--- src/rtl/switch_alloc.sv ---
// Wormhole switch allocator: XY route per input, per-output lock FSM with round-robin arbitration.
// Build option: define SA_FIXED_PRIO_EN for fixed lowest-index priority (no rr pointers).
module switch_alloc #(
   parameter int unsigned NPORT = 5,
   parameter int unsigned PW    = 3
) (
   input  logic                  clk,
   input  logic                  rst_n,
   input  logic                  en,
   input  logic [2:0]            router_add,
   input  logic [NPORT-1:0]      req_vld,
   input  logic [NPORT*PW-1:0]   req_dst,
   input  logic [NPORT-1:0]      req_tail,
   input  logic [NPORT-1:0]      out_rdy,
   output logic [NPORT-1:0]      gnt,
   output logic [NPORT-1:0]      out_vld,
   output logic [NPORT*PW-1:0]   sel
);

   localparam int unsigned SW = PW + 1;
   localparam logic [PW-1:0] P_L = PW'(0);
   localparam logic [PW-1:0] P_N = PW'(1);
   localparam logic [PW-1:0] P_E = PW'(2);
   localparam logic [PW-1:0] P_S = PW'(3);
   localparam logic [PW-1:0] P_W = PW'(4);

   typedef enum logic {ST_IDLE, ST_LOCKED} state_t;

   state_t            state [NPORT];
   logic [PW-1:0]     owner [NPORT];
`ifndef SA_FIXED_PRIO_EN
   logic [PW-1:0]     rr    [NPORT];
`endif
   logic [PW-1:0]     route [NPORT];
   logic [NPORT-1:0]  cand  [NPORT];
   logic [NPORT-1:0]  owned;
   logic [NPORT-1:0]  found;
   logic [PW-1:0]     win   [NPORT];
   logic [NPORT-1:0]  tail_xfer;

   // XY routing of each input's head destination
   always_comb begin
      for (int i = 0; i < NPORT; i++) begin
         route[i] = P_L;
         if (req_dst[i*PW +: 2] > router_add[1:0])
            route[i] = P_E;
         else if (req_dst[i*PW +: 2] < router_add[1:0])
            route[i] = P_W;
         else if (req_dst[i*PW+2] && !router_add[2])
            route[i] = P_S;
         else if (!req_dst[i*PW+2] && router_add[2])
            route[i] = P_N;
      end
   end

   always_comb begin
      owned = '0;
      for (int o = 0; o < NPORT; o++)
         for (int i = 0; i < NPORT; i++)
            if (state[o] == ST_LOCKED && owner[o] == PW'(i))
               owned[i] = 1'b1;
   end

   always_comb begin
      for (int o = 0; o < NPORT; o++)
         for (int i = 0; i < NPORT; i++)
            cand[o][i] = req_vld[i] && !owned[i] && (route[i] == PW'(o));
   end

   // Pick the winner for each idle output
   always_comb begin
      logic [SW-1:0] idx;
      idx   = '0;
      found = '0;
      for (int o = 0; o < NPORT; o++) begin
         win[o] = '0;
`ifdef SA_FIXED_PRIO_EN
         for (int k = NPORT-1; k >= 0; k--) begin
            if (cand[o][k]) begin
               found[o] = 1'b1;
               win[o]   = PW'(k);
            end
         end
`else
         for (int k = 0; k < NPORT; k++) begin
            idx = SW'(rr[o]) + SW'(k);
            if (idx >= SW'(NPORT))
               idx = idx - SW'(NPORT);
            if (!found[o] && cand[o][idx[PW-1:0]]) begin
               found[o] = 1'b1;
               win[o]   = idx[PW-1:0];
            end
         end
`endif
      end
   end

   // Grants and crossbar selects straight from the lock state
   always_comb begin
      gnt       = '0;
      out_vld   = '0;
      sel       = '0;
      tail_xfer = '0;
      for (int o = 0; o < NPORT; o++) begin
         if (state[o] == ST_LOCKED) begin
            sel[o*PW +: PW] = owner[o];
            for (int i = 0; i < NPORT; i++) begin
               if (owner[o] == PW'(i) && req_vld[i] && out_rdy[o] && en) begin
                  gnt[i]       = 1'b1;
                  out_vld[o]   = 1'b1;
                  tail_xfer[o] = req_tail[i];
               end
            end
         end
      end
   end

   always_ff @(posedge clk or negedge rst_n) begin
      if (!rst_n) begin
         for (int o = 0; o < NPORT; o++) begin
            state[o] <= ST_IDLE;
            owner[o] <= '0;
`ifndef SA_FIXED_PRIO_EN
            rr[o]    <= '0;
`endif
         end
      end else begin
         for (int o = 0; o < NPORT; o++) begin
            case (state[o])
               ST_IDLE: begin
                  if (en && found[o]) begin
                     state[o] <= ST_LOCKED;
                     owner[o] <= win[o];
                  end
               end
               ST_LOCKED: begin
                  if (tail_xfer[o]) begin
                     state[o] <= ST_IDLE;
`ifndef SA_FIXED_PRIO_EN
                     rr[o]    <= (owner[o] == PW'(NPORT-1)) ? '0 : owner[o] + PW'(1);
`endif
                  end
               end
               default: state[o] <= ST_IDLE;
            endcase
         end
      end
   end

endmodule
--- config.mk ---
export PLATFORM = sky130hd
export DESIGN_NAME = switch_alloc
export DESIGN_NICKNAME = d
export VERILOG_FILES = /design/src/rtl/switch_alloc.sv
export SDC_FILE = /design/constraint.sdc
export NUM_CORES = 1
export LEC_CHECK = 0
export ABC_AREA = 1
export CORE_MARGIN = 2
export CORE_UTILIZATION = 55
export DETAILED_ROUTE_END_ITERATION = 12
export PLACE_DENSITY_LB_ADDON = 0.08
export SLEW_MARGIN = 5
export SYNTH_ARGS = -nofsm -noshare
export SYNTH_HDL_FRONTEND = slang
export SYNTH_SLANG_ARGS = --single-unit
--- constraint.sdc ---
create_clock -name clk -period 2.9 [get_ports clk]
set_input_delay 0.435 -clock clk [delete_from_list [all_inputs] [get_ports clk]]
set_output_delay 0.435 -clock clk [all_outputs]
set_load 0.05 [all_outputs]
* After elaboration in Yosys (flattened, before gate mapping) *
Cells that the tools add are included.
Widths: inputs -> output; s select.

word-level totals
  logic and storage cells = 670
  register bits after elaboration = 35
  input bits = 36
  output and inout port bits = 25

cells by class
  bitwise logic cells = 5
  multiplexer cells = 284
  order comparisons = 60
  reductions and logical operators = 216
  eq/ne operators = 40
  add/sub/neg operators = 50

operators by type and width
  operator             count
  $mux 3               74
  $mux 1               174
  $logic_and 1x1->1    165
  $lt 3x4->1 const B   25
  $ge 4x3->1 const B   20
  $bmux 1 s3           25
  $sub 3x3->3 const B  25
  $eq 3x2->1 const B   20
  $add 3x2->4 const B  10
  $logic_not 1->1      31
  $eq 3x1->1 const B   10
  $eq 3x3->1 const B   10
  $logic_not 3->1      10
  $mux 5               5
  $add 3x1->4 const B  5
  $add 3x3->4 const B  5
  $reduce_and 2->1     10
  $add 3x1->3 const B  5
  $ge 3x3->1 const B   5
  $gt 2x2->1           5
  $lt 2x2->1           5
  $pmux 1 s2           5
  $not 1->1            5
  $mux 2               1

* Logic depth before layout (Yosys ltp) *
Gate-level depths: netlist (run 1).

  depth after elaboration = 28
  depth in mapped cells = 22
  gate-level depth less buffers = 21

* Worst setup path before layout (run 1) *
No wires, ideal clock.

  path type = register to register
  from = reg rr[12] (netlist name)
  to = reg owner[12] (netlist name)
  setup time = 0.116 ns
  data arrival time = 2.599 ns
  required time = 2.784 ns
  cell stages (with the launch flop) = 20
  slack = 0.185 ns
  clock period less this slack = 2.715 ns
  cell sequence = dfrtp_1 buf_6 inv_2 ha_1 inv_1 fa_1 nor2_1 nor2_1 o21ai_0 a21oi_1 nand2_1 nand2_1 nand2_1 nand2_2 nor2_2 nand3b_2 nand3_4 clkinv_2 nand2_1 nand2_1

between the ends
  word-level cells in the longest chain between the ends = 19
  elaborated cells on any way between the ends = 49
  classes of those cells = add/sub: 9; order compare: 5; mux: 25; reduce/logical: 10

ends and longest elaborated chain
  element                                                               line  text
  start: declaration                                                    32    logic [PW-1:0] rr [NPORT];
  start signal: indexed assignment                                      140   rr[o] <= (owner[o] == PW'(NPORT-1)) ? '0 : owner[o] + PW'(1);
  parallel branches: the longest is 19 deep, another holds $add 3x1->4  --
  end signal: indexed assignment                                        133   owner[o] <= win[o];
  end: declaration                                                      30    logic [PW-1:0] owner [NPORT];

Several ways; the timed one is not identified. The select of a mux whose other input is x is not followed.
A chain may end at the register's enable or synchronous reset.

* Worst setup path in the final report (run 1) *
  from = in en
  to = out out_vld[1]

between the ends
  word-level cells in the longest chain between the ends = 7
  elaborated cells on any way between the ends = 11
  classes of those cells = mux: 6; reduce/logical: 5

ends and longest elaborated chain
  element              line  text
  start: declaration   9     input logic en,
  $logic_and 1x1->1    108   if (owner[o] == PW'(i) && req_vld[i] && out_rdy[o] && en) begin
  $mux 1 (4 in a row)  108
  $mux 1 *             108
  $mux 1 *             105   if (state[o] == ST_LOCKED) begin
  end: declaration     16    output logic [NPORT-1:0] out_vld,

Mark *: on every way between the ends. The rest lies on a longest branch, timed or not.

==> impl_metrics.env, run 1 <==
export IMPL_port_buffers=60
export IMPL_syn_nets=1495
export IMPL_worst_pin_slew_ns=0.8205
export IMPL_die_height_um=125.3
export IMPL_synth_top_area_cell="nand2_1"
export IMPL_utilization_pct=66.35
export IMPL_avgSynthCellArea_sq_um=5.888
export IMPL_synth_seq_area_share_pct=10.83
export IMPL_wire_per_inst_um=15.17
export IMPL_yosys_area_top_type_share_pct=18.37
export IMPL_nets=1605
export IMPL_relSlewSlack_pct=45.30
export IMPL_dr_pass1_iters=6
export IMPL_num_vias=9292
export IMPL_core_area_sq_mm=0.01448
export IMPL_cts_inserted_buffers=5
export IMPL_hold_violations=0
export IMPL_routed_wl_mm=25.30
export IMPL_clk_pin_slew_ns=0.05
export IMPL_async_flop_share_pct=100.0
export IMPL_post_place_ws_ns=-0.1480
export IMPL_grt_max_degree=36
export IMPL_placed_cells=1658
export IMPL_rows=44
export IMPL_synthFlopType="dfrtp_1"
export IMPL_grt_pass1_wl_mm=41.28
export IMPL_skew_ns=0.01071
export IMPL_grt_pass1_vias=8423
export IMPL_fin_tns_setup_ns=0
export IMPL_die_w_um=125.3
export IMPL_worstSetupPathType="in2out"
export IMPL_cts_sinks=35
export IMPL_place_congestion=0.9755
export IMPL_synth_edff_count=0
export IMPL_status="complete, no violations"
export IMPL_synth_seq_cells=35
export IMPL_via_per_inst=5.571
export IMPL_cp_required_ns=2.47
export IMPL_synth_cell_area_sq_mm=0.008090
export IMPL_drc=0
export IMPL_path_cells="clkdlybuf4s50_1 > nand2_1 > inv_1 > nand4_1 > a41oi_1 > buf_12"
export IMPL_antenna_found_initial=0
export IMPL_synthTopCellsByCount="nand2_1 (396), inv_1 (199), nand3_1 (179), nor2_1 (110), ha_1 (80)"
export IMPL_grtUsageTotal_pct=31.56
export IMPL_endpoint_kind="output pin"
export IMPL_antenna_cells=0
export IMPL_yosys_warnings=0
export IMPL_htreeDepth=2
export IMPL_dieArea_sq_mm=0.01570
export IMPL_fin_crit_ns=2.781
export IMPL_cts_hold_buf=0
export IMPL_clockRootBuffer="clkbuf_16"
export IMPL_worst_path_max_fanout=6
export IMPL_dp_hpwl_mm=20.67
export IMPL_yosysMostFrequentCell="nand2_1"
export IMPL_cp_slowest_cell="clkdlybuf4s50_1"
export IMPL_instances_no_fill=1668
export IMPL_drtIter0Drc=1038
export IMPL_fmax_ghz=0.3595
export IMPL_synth_cells=1374
export IMPL_synth_area_top_cells="nand2_1 (18%), ha_1 (12%), nand3_1 (11%)"
export IMPL_ant_nets=0
export IMPL_grt_overflow_total=0
export IMPL_syn_to_final_growth_pct=18.74
export IMPL_io_pins=61
export IMPL_worst_slack_ns=0.1185
export IMPL_drive_above_1_share_pct=15.36
export IMPL_drv_cap=0
export IMPL_min_delay_path_class="in2async"
export IMPL_max_stage_delay_ns=0.70
export IMPL_synthDistinctLibCells=51
export IMPL_critPathArrivalTime_ns=2.35
export IMPL_setup_viol=0
export IMPL_cts_path_max_buffers=2
export IMPL_startpoint_type="input pin"
export IMPL_initial_core_util_pct=55.88
export IMPL_finalCritPeriodShare_pct=95.91
export IMPL_insertion_delay_ns=0.29
export IMPL_drv_slew=0
export IMPL_cts_tree="done"
sequential cells by signal, indices dropped and copies added, names as in the netlist:
register,cells
rr,15
state,5
owner,15
worst max-delay path: cells and delay by family:
family	cells	cell delay, ns
and+or+nand+nor	2	0.37
AOI/OAI and AO/OA	1	0.47
buffers and inverters	3	1.07
what timing repair did:
item                                    4_1_cts  5_1_grt
hold endpoints to repair                      0        0
endpoints found under the setup margin        0       19
setup buffers                                 0        3
resized for setup                             0       40
layer usage:
metal | track usage, % | share of wire, % | up-vias
met5 | 0 | 0 | -
met4 | 8.627 | 2.9 | 0
met3 | 3.552 | 7.1 | 61
met2 | 50.16 | 44 | 365
met1 | 45.44 | 46 | 4147
li1 | - | - | 4719
final timing paths:
check / startpoint / endpoint / slack [ns] / cells past startpoint
setup / recovery: en / out_vld[1] / 0.12 / 6
min in group clk: owner[0]$_DFFE_PN0P_ / owner[0]$_DFFE_PN0P_ / 0.58 / 2
max in group asynchronous: rst_n / rr[10]$_DFFE_PN0P_ / 2.07 / 1
setup reg to reg: rr[0]$_DFFE_PN0P_ / owner[0]$_DFFE_PN0P_ / 0.20 / 17
hold reg to reg: owner[0]$_DFFE_PN0P_ / owner[0]$_DFFE_PN0P_ / 0.58 / 2
hold / removal: rst_n / rr[13]$_DFFE_PN0P_ / 0.25 / 1
cells in the final DEF, fill, tap and decap left out, types with 3 or more instances in the layout:
| cell type | netlist | routed |
|---|---|---|
| a21oi_1 | 27 | 23 |
| a21oi_2 | 5 | 9 |
| a22oi_1 | 3 | 3 |
| a31oi_1 | 5 | 5 |
| a41oi_1 | 3 | 3 |
| buf_12 | 0 | 10 |
| buf_4 | 6 | 58 |
| clkbuf_16 | 0 | 5 |
| clkdlybuf4s50_1 | 0 | 49 |
| dfrtp_1 | 35 | 32 |
| dfrtp_2 | 0 | 3 |
| fa_1 | 5 | 4 |
| ha_1 | 80 | 76 |
| ha_4 | 0 | 3 |
| inv_1 | 199 | 196 |
| inv_2 | 25 | 27 |
| nand2_1 | 396 | 395 |
| nand2_2 | 24 | 25 |
| nand3_1 | 179 | 179 |
| nand3_2 | 29 | 29 |
| nand3_4 | 4 | 4 |
| nand3b_1 | 12 | 12 |
| nand4_1 | 50 | 50 |
| nor2_1 | 110 | 104 |
| nor2_2 | 12 | 16 |
| nor2_4 | 11 | 13 |
| nor3_1 | 15 | 15 |
| o211ai_1 | 7 | 7 |
| o21ai_0 | 54 | 46 |
| o21ai_1 | 7 | 14 |
| o21ai_2 | 2 | 3 |
| o221ai_1 | 6 | 5 |
| o22ai_1 | 8 | 8 |
| o31ai_1 | 5 | 4 |
| xnor2_1 | 5 | 5 |
| xor2_1 | 15 | 13 |
| xor2_2 | 2 | 4 |
cells by family after synthesis:
group	Yosys count	share of synthesized area, %
buf+inv	240	12.00
fa+ha+maj	85	13.61
flops	35	10.83
xor+xnor	22	2.567
compound gates	138	10.25
simple gates	854	50.74
stage by stage:
step                hold WS, ns  instance area (sq um)
global route             0.3343                   9607
detailed placement       0.5581                   9304
CTS                      0.2819                   9448
floorplan                0.1394                   8090
finish                   0.2465                   9607
global placement         0.5559                   9304
area by class of cell:
cell class                 instances  area, sq um
sequential                        35        879.6
clock buffer                       6        138.9
tap                              184        230.2
clock inverter                     1        5.005
inverter                         225        848.3
fill                            1400         4872
multi-input combinational       1099         6374
timing repair buffer             118         1131
Power of run 1 is not shown: default switching activity piles up to over one toggle a cycle in this logic, so the estimate is an artifact.
==> run 2, diff against run 1 <==
--- a/config.mk
+++ b/config.mk
@@ -7,7 +7,7 @@
 export LEC_CHECK = 0
 export ABC_AREA = 1
 export CORE_MARGIN = 2
-export CORE_UTILIZATION = 55
+export CORE_UTILIZATION = 56
 export DETAILED_ROUTE_END_ITERATION = 12
 export PLACE_DENSITY_LB_ADDON = 0.08
 export SLEW_MARGIN = 5
==> run 2 against run 1 <==
Non-clock buffer count down 8. Sequential cell count unchanged. Design area fell by 1.2%. Hold slack gained 0.023 ns. Critical endpoint is now owner[9]$_DFFE_PN0P_. Largest cell class unchanged.
==> impl_metrics.env, run 2 (synthesis results as in run 1) <==
export IMPL_status="complete, no violations"
export IMPL_final_common_cell="nand2_1"
export IMPL_drc=0
export IMPL_syn_to_final_growth_pct=17.32
export IMPL_worstSetupPathType="in2reg"
export IMPL_rows=43
export IMPL_port_buffers=60
export IMPL_grt_overflow_total=0
export IMPL_rrSetupSlack_ns=0.19
export IMPL_grt_pass1_vias=8624
export IMPL_io_pins=61
export IMPL_via_per_inst=5.672
export IMPL_dr_pass1_iters=6
export IMPL_endpoint_kind="register"
export IMPL_startpoint_type="input pin"
export IMPL_clockRootBuffer="clkbuf_16"
export IMPL_grt_pass1_wl_mm=40.48
export IMPL_drv_slew=0
export IMPL_clk_pin_slew_ns=0.06
export IMPL_ant_nets=0
export IMPL_dp_hpwl_mm=20.53
export IMPL_dieArea_sq_mm=0.01542
export IMPL_cts_inserted_buffers=5
export IMPL_cp_required_ns=3.07
export IMPL_insertion_delay_ns=0.28
export IMPL_grt_max_degree=36
export IMPL_drtIter0Drc=768
export IMPL_die_height_um=124.2
export IMPL_initial_core_util_pct=57.84
export IMPL_fin_hold_ws_ns=0.2691
export IMPL_cp_slowest_cell="clkdlybuf4s50_1"
export IMPL_cts_hold_buf=0
export IMPL_relSlewSlack_pct=42.18
export IMPL_final_cell_mix="nand2_1 (394), inv_1 (196), nand3_1 (179), nor2_1 (107), ha_1 (79)"
export IMPL_cts_sinks=35
export IMPL_worst_path_max_fanout=5
export IMPL_hold_violations=0
export IMPL_die_w_um=124.2
export IMPL_num_vias=9393
export IMPL_utilization_pct=67.85
export IMPL_htreeDepth=2
export IMPL_setup_viol=0
export IMPL_drive_above_1_share_pct=14.16
export IMPL_placed_cells=1646
export IMPL_nets=1597
export IMPL_worst_pin_slew_ns=0.8674
export IMPL_critPathArrivalTime_ns=2.92
export IMPL_path_cells="clkdlybuf4s50_1 > inv_2 > ha_1 > nand2_1 > nor2_1 > buf_4 > nand3_1 > inv_1 > nand2_1 > inv_1 > nand3_1 > nand3_4 > nor2_4 > buf_4 > nand3_1 > nand3_1 > nand2_1 > nand2_1"
export IMPL_cts_path_max_buffers=2
export IMPL_wire_per_inst_um=15.23
export IMPL_routed_wl_mm=25.23
export IMPL_post_place_ws_ns=-0.1151
export IMPL_antenna_cells=0
export IMPL_fmax_ghz=0.3644
export IMPL_finalCritPeriodShare_pct=94.62
export IMPL_skew_ns=0.004751
export IMPL_cts_tree="done"
export IMPL_instances_no_fill=1656
export IMPL_min_delay_path_class="in2async"
export IMPL_place_congestion=1.042
export IMPL_worst_slack_ns=0.1560
export IMPL_reg_top3="owner: 15 flops, rr: 15 flops, state: 5 flops"
export IMPL_fin_crit_ns=2.744
export IMPL_drv_cap=0
export IMPL_max_stage_delay_ns=0.47
export IMPL_antenna_found_initial=0
export IMPL_core_area_sq_mm=0.01399
export IMPL_grtUsageTotal_pct=33.10
[run 2: cell types whose count changed in the layout (fill, tap and decap cells not counted), moves of 3 or more]
cell and change:
buf_4 -8, o21ai_0 +5, o21ai_1 -4, ha_1 +3, ha_4 -3, nor2_1 +3
[run 2: per-stage QoR]
| stage | TNS (ns) | cell area (sq um) |
|---|---|---|
| 6_report | 0 | 9492 |
| 5_1_grt | -0.05089 | 9492 |
| 4_1_cts | 0 | 9383 |
| 3_5_place_dp | -1.084 | 9239 |
| 3_3_place_gp | -0.4850 | 9239 |
| 2_1_floorplan | 0 | 8090 |
[run 2: metal layers]
metal  up-vias  GRT usage [%]  share of wire (%)
li1       4696              -                  -
met1      4231          42.70                 43
met2       394          56.22                 46
met3        72          5.266                7.6
met4         0          10.96                3.1
met5         -              0                  0
[run 2: worst paths after layout]
| check | to | startpoint | depth (start not counted) |
|---|---|---|---|
| max in group asynchronous | rr[5]$_DFFE_PN0P_ | rst_n | 1 |
| setup reg to reg | owner[12]$_DFFE_PN0P_ | rr[12]$_DFFE_PN0P_ | 20 |
| setup / recovery | owner[9]$_DFFE_PN0P_ | router_add[1] | 18 |
| min in group clk | owner[10]$_DFFE_PN0P_ | owner[10]$_DFFE_PN0P_ | 2 |
| hold reg to reg | owner[10]$_DFFE_PN0P_ | owner[10]$_DFFE_PN0P_ | 2 |
| hold / removal | state[0]$_DFF_PN0_ | rst_n | 1 |
[run 2: repair_timing]
action	in CTS	in global routing
setup buffers	0	3
endpoints found under the setup margin	0	20
gates resized for setup	0	27
[run 2: final cells by class]
cell class,count,area [sq um]
Clock buffer,6,138.9
Clock inverter,1,5.005
Fill cell,1325,4497
Inverter,225,848.3
Multi-Input combinational cell,1099,6320
Sequential cell,35,878.3
Tap cell,180,225.2
Timing Repair Buffer,110,1076
[run 2: critical path: cells and delay by family]
kind                     cells  cell delay (ns)
adder cells (fa/ha/maj)      1             0.32
buffers and inverters        6             1.03
AND/OR/NAND/NOR             11             1.14
Power of run 2 is left out for the same reason.
